[src/rtl/icebus_status_rx.sv]
// icebus_status_rx
// Byte-level parser for motor-board status telemetry arriving over the UART link.
// It hunts for the 0x55 0xAA sync pair and collects a 12-byte body (id + payload).
// It checks the CRC-16/CCITT-FALSE that follows the body, high byte first.
// A good frame with an in-range id updates the status fields and pulses status_valid.
// Counters of good and bad frames are kept for link-quality statistics.
//
// Ports:
//   clk, reset_n          clock, asynchronous active-low reset
//   rx_data, rx_valid     received byte and its one-cycle strobe
//   status_valid          one-cycle pulse: status fields updated
//   motor                 id - 128 of the last good frame
//   encoder0_position     24-bit field, passed through bit-exact
//   encoder1_position     24-bit field, passed through bit-exact
//   displacement          24-bit field, passed through bit-exact
//   current               16-bit field, passed through bit-exact
//   crc_error             one-cycle pulse on a CRC mismatch
//   frames_ok             saturating count of accepted frames
//   frames_bad            saturating count of CRC errors, id errors and timeouts
module icebus_status_rx #(
  parameter int unsigned NUMBER_OF_MOTORS    = 8,
  parameter int unsigned BYTE_TIMEOUT_CYCLES = 1000
) (
  input  logic        clk,
  input  logic        reset_n,
  input  logic [7:0]  rx_data,
  input  logic        rx_valid,
  output logic        status_valid,
  output logic [7:0]  motor,
  output logic [23:0] encoder0_position,
  output logic [23:0] encoder1_position,
  output logic [23:0] displacement,
  output logic [15:0] current,
  output logic        crc_error,
  output logic [15:0] frames_ok,
  output logic [15:0] frames_bad
);

  localparam int unsigned GAP_W = $clog2(BYTE_TIMEOUT_CYCLES + 1);

  typedef enum logic [2:0] {
    HUNT0,
    HUNT1,
    PAYLOAD,
    CRC_HI,
    CRC_LO
  } state_t;

  state_t            state_q, state_d;
  logic [15:0]       crc_q, crc_d;
  logic [7:0]        crc_hi_q, crc_hi_d;
  logic [95:0]       payload_q, payload_d;
  logic [3:0]        idx_q, idx_d;
  logic [GAP_W-1:0]  gap_q, gap_d;

  logic              status_valid_q, status_valid_d;
  logic [7:0]        motor_q, motor_d;
  logic [23:0]       enc0_q, enc0_d;
  logic [23:0]       enc1_q, enc1_d;
  logic [23:0]       disp_q, disp_d;
  logic [15:0]       cur_q, cur_d;
  logic              crc_error_q, crc_error_d;
  logic [15:0]       frames_ok_q, frames_ok_d;
  logic [15:0]       frames_bad_q, frames_bad_d;

  logic [7:0]        id;
  logic              id_ok;
  logic              in_frame;
  logic              timeout;

  // One byte of CRC-16/CCITT-FALSE, MSB first, no reflection.
  function automatic logic [15:0] crc16_byte(input logic [15:0] c, input logic [7:0] b);
    logic [15:0] r;
    r = c ^ {b, 8'h00};
    for (int unsigned i = 0; i < 8; i++) begin
      r = r[15] ? ((r << 1) ^ 16'h1021) : (r << 1);
    end
    return r;
  endfunction

  assign id       = payload_q[95:88];
  assign id_ok    = id[7] && ({25'd0, id[6:0]} < NUMBER_OF_MOTORS);
  assign in_frame = (state_q == PAYLOAD) || (state_q == CRC_HI) || (state_q == CRC_LO);
  // A byte in the same cycle suppresses the timeout.
  assign timeout  = in_frame && !rx_valid && (gap_q == GAP_W'(BYTE_TIMEOUT_CYCLES - 1));

  always_comb begin
    state_d        = state_q;
    crc_d          = crc_q;
    crc_hi_d       = crc_hi_q;
    payload_d      = payload_q;
    idx_d          = idx_q;
    gap_d          = gap_q;
    status_valid_d = 1'b0;
    crc_error_d    = 1'b0;
    motor_d        = motor_q;
    enc0_d         = enc0_q;
    enc1_d         = enc1_q;
    disp_d         = disp_q;
    cur_d          = cur_q;
    frames_ok_d    = frames_ok_q;
    frames_bad_d   = frames_bad_q;

    if (!in_frame || rx_valid) begin
      gap_d = '0;
    end else begin
      gap_d = gap_q + GAP_W'(1);
    end

    case (state_q)
      HUNT0: begin
        if (rx_valid && rx_data == 8'h55) state_d = HUNT1;
      end
      HUNT1: begin
        if (rx_valid) begin
          if (rx_data == 8'hAA) begin
            state_d = PAYLOAD;
            crc_d   = '1;
            idx_d   = '0;
          end else if (rx_data != 8'h55) begin
            state_d = HUNT0;
          end
        end
      end
      PAYLOAD: begin
        if (rx_valid) begin
          payload_d = {payload_q[87:0], rx_data};
          crc_d     = crc16_byte(crc_q, rx_data);
          idx_d     = idx_q + 4'd1;
          if (idx_q == 4'd11) state_d = CRC_HI;
        end
      end
      CRC_HI: begin
        if (rx_valid) begin
          crc_hi_d = rx_data;
          state_d  = CRC_LO;
        end
      end
      CRC_LO: begin
        if (rx_valid) begin
          state_d = HUNT0;
          if ({crc_hi_q, rx_data} == crc_q) begin
            if (id_ok) begin
              status_valid_d = 1'b1;
              motor_d        = {1'b0, id[6:0]};
              enc0_d         = payload_q[87:64];
              enc1_d         = payload_q[63:40];
              disp_d         = payload_q[39:16];
              cur_d          = payload_q[15:0];
              if (frames_ok_q != 16'hFFFF) frames_ok_d = frames_ok_q + 16'd1;
            end else begin
              if (frames_bad_q != 16'hFFFF) frames_bad_d = frames_bad_q + 16'd1;
            end
          end else begin
            crc_error_d = 1'b1;
            if (frames_bad_q != 16'hFFFF) frames_bad_d = frames_bad_q + 16'd1;
          end
        end
      end
      default: state_d = HUNT0;
    endcase

    if (timeout) begin
      state_d = HUNT0;
      gap_d   = '0;
      if (frames_bad_q != 16'hFFFF) frames_bad_d = frames_bad_q + 16'd1;
    end
  end

  always_ff @(posedge clk or negedge reset_n) begin
    if (!reset_n) begin
      state_q        <= HUNT0;
      crc_q          <= 16'hFFFF;
      crc_hi_q       <= '0;
      payload_q      <= '0;
      idx_q          <= '0;
      gap_q          <= '0;
      status_valid_q <= 1'b0;
      motor_q        <= '0;
      enc0_q         <= '0;
      enc1_q         <= '0;
      disp_q         <= '0;
      cur_q          <= '0;
      crc_error_q    <= 1'b0;
      frames_ok_q    <= '0;
      frames_bad_q   <= '0;
    end else begin
      state_q        <= state_d;
      crc_q          <= crc_d;
      crc_hi_q       <= crc_hi_d;
      payload_q      <= payload_d;
      idx_q          <= idx_d;
      gap_q          <= gap_d;
      status_valid_q <= status_valid_d;
      motor_q        <= motor_d;
      enc0_q         <= enc0_d;
      enc1_q         <= enc1_d;
      disp_q         <= disp_d;
      cur_q          <= cur_d;
      crc_error_q    <= crc_error_d;
      frames_ok_q    <= frames_ok_d;
      frames_bad_q   <= frames_bad_d;
    end
  end

  assign status_valid      = status_valid_q;
  assign motor             = motor_q;
  assign encoder0_position = enc0_q;
  assign encoder1_position = enc1_q;
  assign displacement      = disp_q;
  assign current           = cur_q;
  assign crc_error         = crc_error_q;
  assign frames_ok         = frames_ok_q;
  assign frames_bad        = frames_bad_q;

endmodule
[config.mk]
export PLATFORM = sky130hd
export DESIGN_NAME = icebus_status_rx
export DESIGN_NICKNAME = d
export VERILOG_FILES = /design/src/rtl/icebus_status_rx.sv
export SDC_FILE = /design/constraint.sdc
export NUM_CORES = 1
export LEC_CHECK = 0
export CAP_MARGIN = 10
export CORE_MARGIN = 2
export CORE_UTILIZATION = 50
export CTS_CLUSTER_DIAMETER = 120
export DETAILED_ROUTE_END_ITERATION = 16
export PLACE_DENSITY_LB_ADDON = 0.25
export SLEW_MARGIN = 20
export SYNTH_ARGS = -nofsm -noshare
export SYNTH_HDL_FRONTEND = slang
export SYNTH_SLANG_ARGS = --single-unit
[constraint.sdc]
create_clock -name clk -period 2.25 [get_ports clk]
set_clock_uncertainty 0.15 [all_clocks]
set_input_delay 0.45 -clock clk [delete_from_list [all_inputs] [get_ports clk]]
set_output_delay 0.45 -clock clk [all_outputs]
set_load 0.02 [all_outputs]
==> results.md <==
- CTS built an H-tree with a depth of 1.
- The arrival time at the worst endpoint is ~2.8 ns.
- The source of the critical timing path is crc_q[2].
- For this run, the number of Yosys warnings is 0.
- The flow ran to the end, but the final reports show violations.
- The post-synthesis sequential element count is around 270.
- After synthesis, the netlist uses 41 different library cells.
- The worst hold slack after final layout is about 0.30 ns.
- The worst flop-to-flop path startpoint is crc_q[2].
- Counting I/O delays and the setup requirement, the final critical path takes 2.53 ns.
- The count of input and output buffers is 139.
- The instance area at placement is 13,200 sq um.
- The area of the mapped netlist is approximately 11,000 sq um.
- The max-slew headroom at the worst pin is 0.659.
- The first global-routing pass estimated 39,700 um of wire.
- Sorting the synthesized cells by area gives the leading types as sky130_fd_sc_hd__dfrtp_1 (58%), sky130_fd_sc_hd__mux2_2 (11%), sky130_fd_sc_hd__nand2_1 (11%).
- VDD sags by at most 714 uV.
- The post-route antenna net violation count is 0.
- The final worst-path cycle share is 1.12.
- The total power density per cell area is about 870 nW/um^2.
- Yosys instantiated no cell more often than sky130_fd_sc_hd__nand2_1.
- The library cell contributing the largest single delay on the critical path is sky130_fd_sc_hd__dfstp_2.
- Traced cell by cell, the critical path runs through xor2_1 -> nor4_1 -> nand4_1 -> or3_4 -> clkinv_8 -> buf_16 -> mux2_2.
- The DRC violation count after routing is 0.
- The floorplan step defined a core boundary enclosing about 21,000 sq um.
- The count of final max-slew check failures was 0.
- Along the worst path, the maximum fanout reaches 19.
- The initial standard-cell utilization of the core is 0.514.
- The final design instance area without fill is roughly 15,000 sq um.
- The maximum number of buffers from clock root to sink is 3.
- The largest area contributor in the synthesized netlist is sky130_fd_sc_hd__dfrtp_1.
- In this run the vertical extent of the chip is 151 um.
- In this run the worst hold path is classified as input pin to asynchronous set/reset pin.
- The initial antenna violation count came to 0.
- At the pin with the least slew margin, the transition time is 0.511 ns.
- Ranked by instance count, the synthesized netlist is headed by sky130_fd_sc_hd__nand2_1 (314), sky130_fd_sc_hd__dfrtp_1 (250), sky130_fd_sc_hd__mux2_2 (106).
- Setup repair after global routing could not meet its margin everywhere.
- The share of final-layout standard cells stronger than drive strength 1 is 0.243.
- At the end of routability-driven placement, the weighted congestion stood at approximately 0.85.
- The worst path setup slack after routing is -0.281 ns.
- The number of nets at the end of the flow is between 1,000 and 1,500.
- The number of hold-slack violations in the final timing report is 0.
- The critical path startpoint category is a flip-flop.
- Detailed placement finished with a half-perimeter wire length of approximately 16,000 um.
- The average via count per standard cell is 5.20.
- During I/O placement, the number of pins put on the boundary was approximately 140.
- The CTS tree is built.
- The type of the worst setup path is flip-flop to flip-flop.
- The largest net degree at the start of global routing is 60.
- The fraction of post-synthesis cell area in the top cell type by area is 0.576.
- In the global route stage, overall resource usage came out at 0.216.
- 0 antenna diodes ended up in the layout.
- The stage delay of the slowest cell on the critical path is between 0.5 and 0.6 ns.
- Based on the critical path, the design can be clocked at up to slightly below 0.4 GHz.
- Across all layers, the routed design uses approximately 7,700 vias.
- The checks that failed: setup timing.
- The number of standard cells after synthesis is approximately 970.
- The relative area change from synthesis to final layout is 36.0%.
- The depth of the most critical reg-to-reg path is 7.
- Counting flops with an async set or reset pin after synthesis yields a share of 1.00.
- The total negative slack is -22.82 ns.
- The critical path ends at encoder0_position[6].
- The detailed router finished its first iteration with about 300 violations.
- In this run the core area contains 53 standard-cell rows.
- The minimum setup slack among reg-to-reg paths is -0.28 ns.
- Max-cap violations in this run came to 0.
- The number of nets handed over by synthesis was 986.
- The leakage power figure is around 7.4 nW.
- Summed over all layers, the global routing overflow is 0.
- The insertion delay to the later sink of the worst-skew pair is roughly 0.54 ns.
- The register area share after synthesis is 0.614.
- The number of buffers added by the clock tree synthesis step is 27.
- The final-report setup violation count is 113.
- The cell at the root of the clock tree is sky130_fd_sc_hd__clkbuf_16.
- The die covers 22,900 sq um.
- After detailed routing, the total wire length is around 25,000 um.
- The clock sink count is 266.
- The worst slack at placement is -0.878 ns.
- The wire length per cell after detailed routing is 16.7 um.
- The die is 151 um wide.
- STA classifies the critical path endpoint as a flip-flop.
- The number of enable-type register cells in the synthesized netlist is 0.
- The clock transition time at the flip-flop clock pins of the worst setup and hold paths is around 0.060 ns.
- The mean instance size in the synthesized netlist is 11.2 sq um.
- The endpoint of the most critical register-to-register path is encoder0_position[6].
- The number of detailed-routing iterations run before antenna repair is 4.
- The flip-flop cell with the highest count after synthesis is sky130_fd_sc_hd__dfrtp_1.
- The number of global-route vias before repair came to slightly below 8,000.
- STA puts the critical path data required time at approximately 2.5 ns.
-- registers in the layout (all words and copies together), names as in the netlist --
| name | cells |
|---|---|
| encoder0_position | 24 |
| state_q | 3 |
| idx_q | 4 |
| encoder1_position | 24 |
| current | 16 |
| status_valid | 1 |
| crc_q | 16 |
| frames_ok | 16 |
| displacement | 24 |
| gap_q | 10 |
| frames_bad | 16 |
| payload_q | 96 |
| motor | 7 |
| crc_hi_q | 8 |
| crc_error | 1 |
-- cell type report --
cell class,count,area [sq um]
inverters,6,35.0
clock inverters,17,199
flip-flops and latches,266,6680
well taps,275,344
multi-input cells,656,4410
fillers,1518,6370
repair buffers,229,2390
clock buffers,33,728
-- timing repair --
action	in CTS	in global routing
endpoints found under the hold margin	53	0
gates cloned	1	3
setup buffers	3	6
hold buffers	1	0
gates resized for setup	56	55
endpoints found under the setup margin	127	135
pin swaps	9	12
-- worst min-delay path by stage --
stage                  from                     to  depth (start not counted)
floorplan           reset_n              crc_error                          0
global placement    reset_n  encoder0_position[21]                          1
detailed placement  reset_n  encoder0_position[21]                          1
CTS                 reset_n          payload_q[39]                          2
global route        reset_n  encoder0_position[21]                          2
finish              reset_n  encoder0_position[21]                          2
-- per-layer routing --
layer  global-route usage  vias up  share of wire
met2                0.349      176           0.49
li1                     -     3625              -
met5                    0        -              0
met3               0.0328       31          0.045
met1                0.314     3879           0.46
met4               0.0430        0          0.013
-- critical path: cells and delay by family (launching register included) --
kind | cells | cell delay (ns)
XOR/XNOR | 1 | 0.06
buffers and inverters | 2 | 0.33
flip-flops | 1 | 0.55
multiplexers | 1 | 0.35
AND/OR/NAND/NOR | 3 | 0.96
-- layout by cell type (no fill, tap or decap), types with 3 or more instances in the layout --
master                              n
sky130_fd_sc_hd__nand3_1           12
sky130_fd_sc_hd__clkbuf_16         30
sky130_fd_sc_hd__clkbuf_1           3
sky130_fd_sc_hd__nand4_1           15
sky130_fd_sc_hd__nor2_1            34
sky130_fd_sc_hd__mux2i_1            3
sky130_fd_sc_hd__o21ai_0            3
sky130_fd_sc_hd__nor4_2             4
sky130_fd_sc_hd__clkdlybuf4s50_1  130
sky130_fd_sc_hd__clkinv_2          11
sky130_fd_sc_hd__ha_1               3
sky130_fd_sc_hd__and3_1            11
sky130_fd_sc_hd__mux2_4            57
sky130_fd_sc_hd__xor2_1            35
sky130_fd_sc_hd__buf_4             65
sky130_fd_sc_hd__clkbuf_8           3
sky130_fd_sc_hd__nand3_2            5
sky130_fd_sc_hd__buf_8              4
sky130_fd_sc_hd__buf_12            14
sky130_fd_sc_hd__a21oi_1           19
sky130_fd_sc_hd__nand2b_1           4
sky130_fd_sc_hd__dfrtp_1          250
sky130_fd_sc_hd__nand4b_1           3
sky130_fd_sc_hd__nand2_1          310
sky130_fd_sc_hd__bufinv_16          4
sky130_fd_sc_hd__inv_1              5
sky130_fd_sc_hd__dlymetal6s2s_1     7
sky130_fd_sc_hd__nor4_4             4
sky130_fd_sc_hd__xnor2_1           37
sky130_fd_sc_hd__mux2_2            49
sky130_fd_sc_hd__and2_1             8
sky130_fd_sc_hd__dfstp_2           16
-- power by group --
part / switching, W / internal [W] / total (W)
logic: 0.00130 / 0.00115 / 0.00245
registers: 0.000410 / 0.00539 / 0.00580
clock network: 0.00187 / 0.00277 / 0.00464
-- metrics by stage --
| stage | power [W] | util | instances |
|---|---|---|---|
| final | 0.0129 | 0.699 | 1482 |
| after global routing | 0.0136 | 0.699 | 1482 |
| after CTS | 0.0129 | 0.683 | 1475 |
| after detailed placement | 0.00823 | 0.625 | 1420 |
| after global placement | 0.00818 | 0.625 | 1420 |
| after floorplan | 0.00723 | - | 971 |
-- cells by family (layout without fill, tap and decap cells) --
kind of cell	count (synthesis)	count (layout)	share of synthesized area
buf+inv	49	285	0.0205
compound gates	32	32	0.0180
xor+xnor	72	72	0.0580
other cells	1	1	0.000345
flops	266	266	0.614
fa+ha+maj	4	4	0.00461
mux	109	109	0.113
simple gates	438	438	0.172
Power figures use the tool's default switching activity.
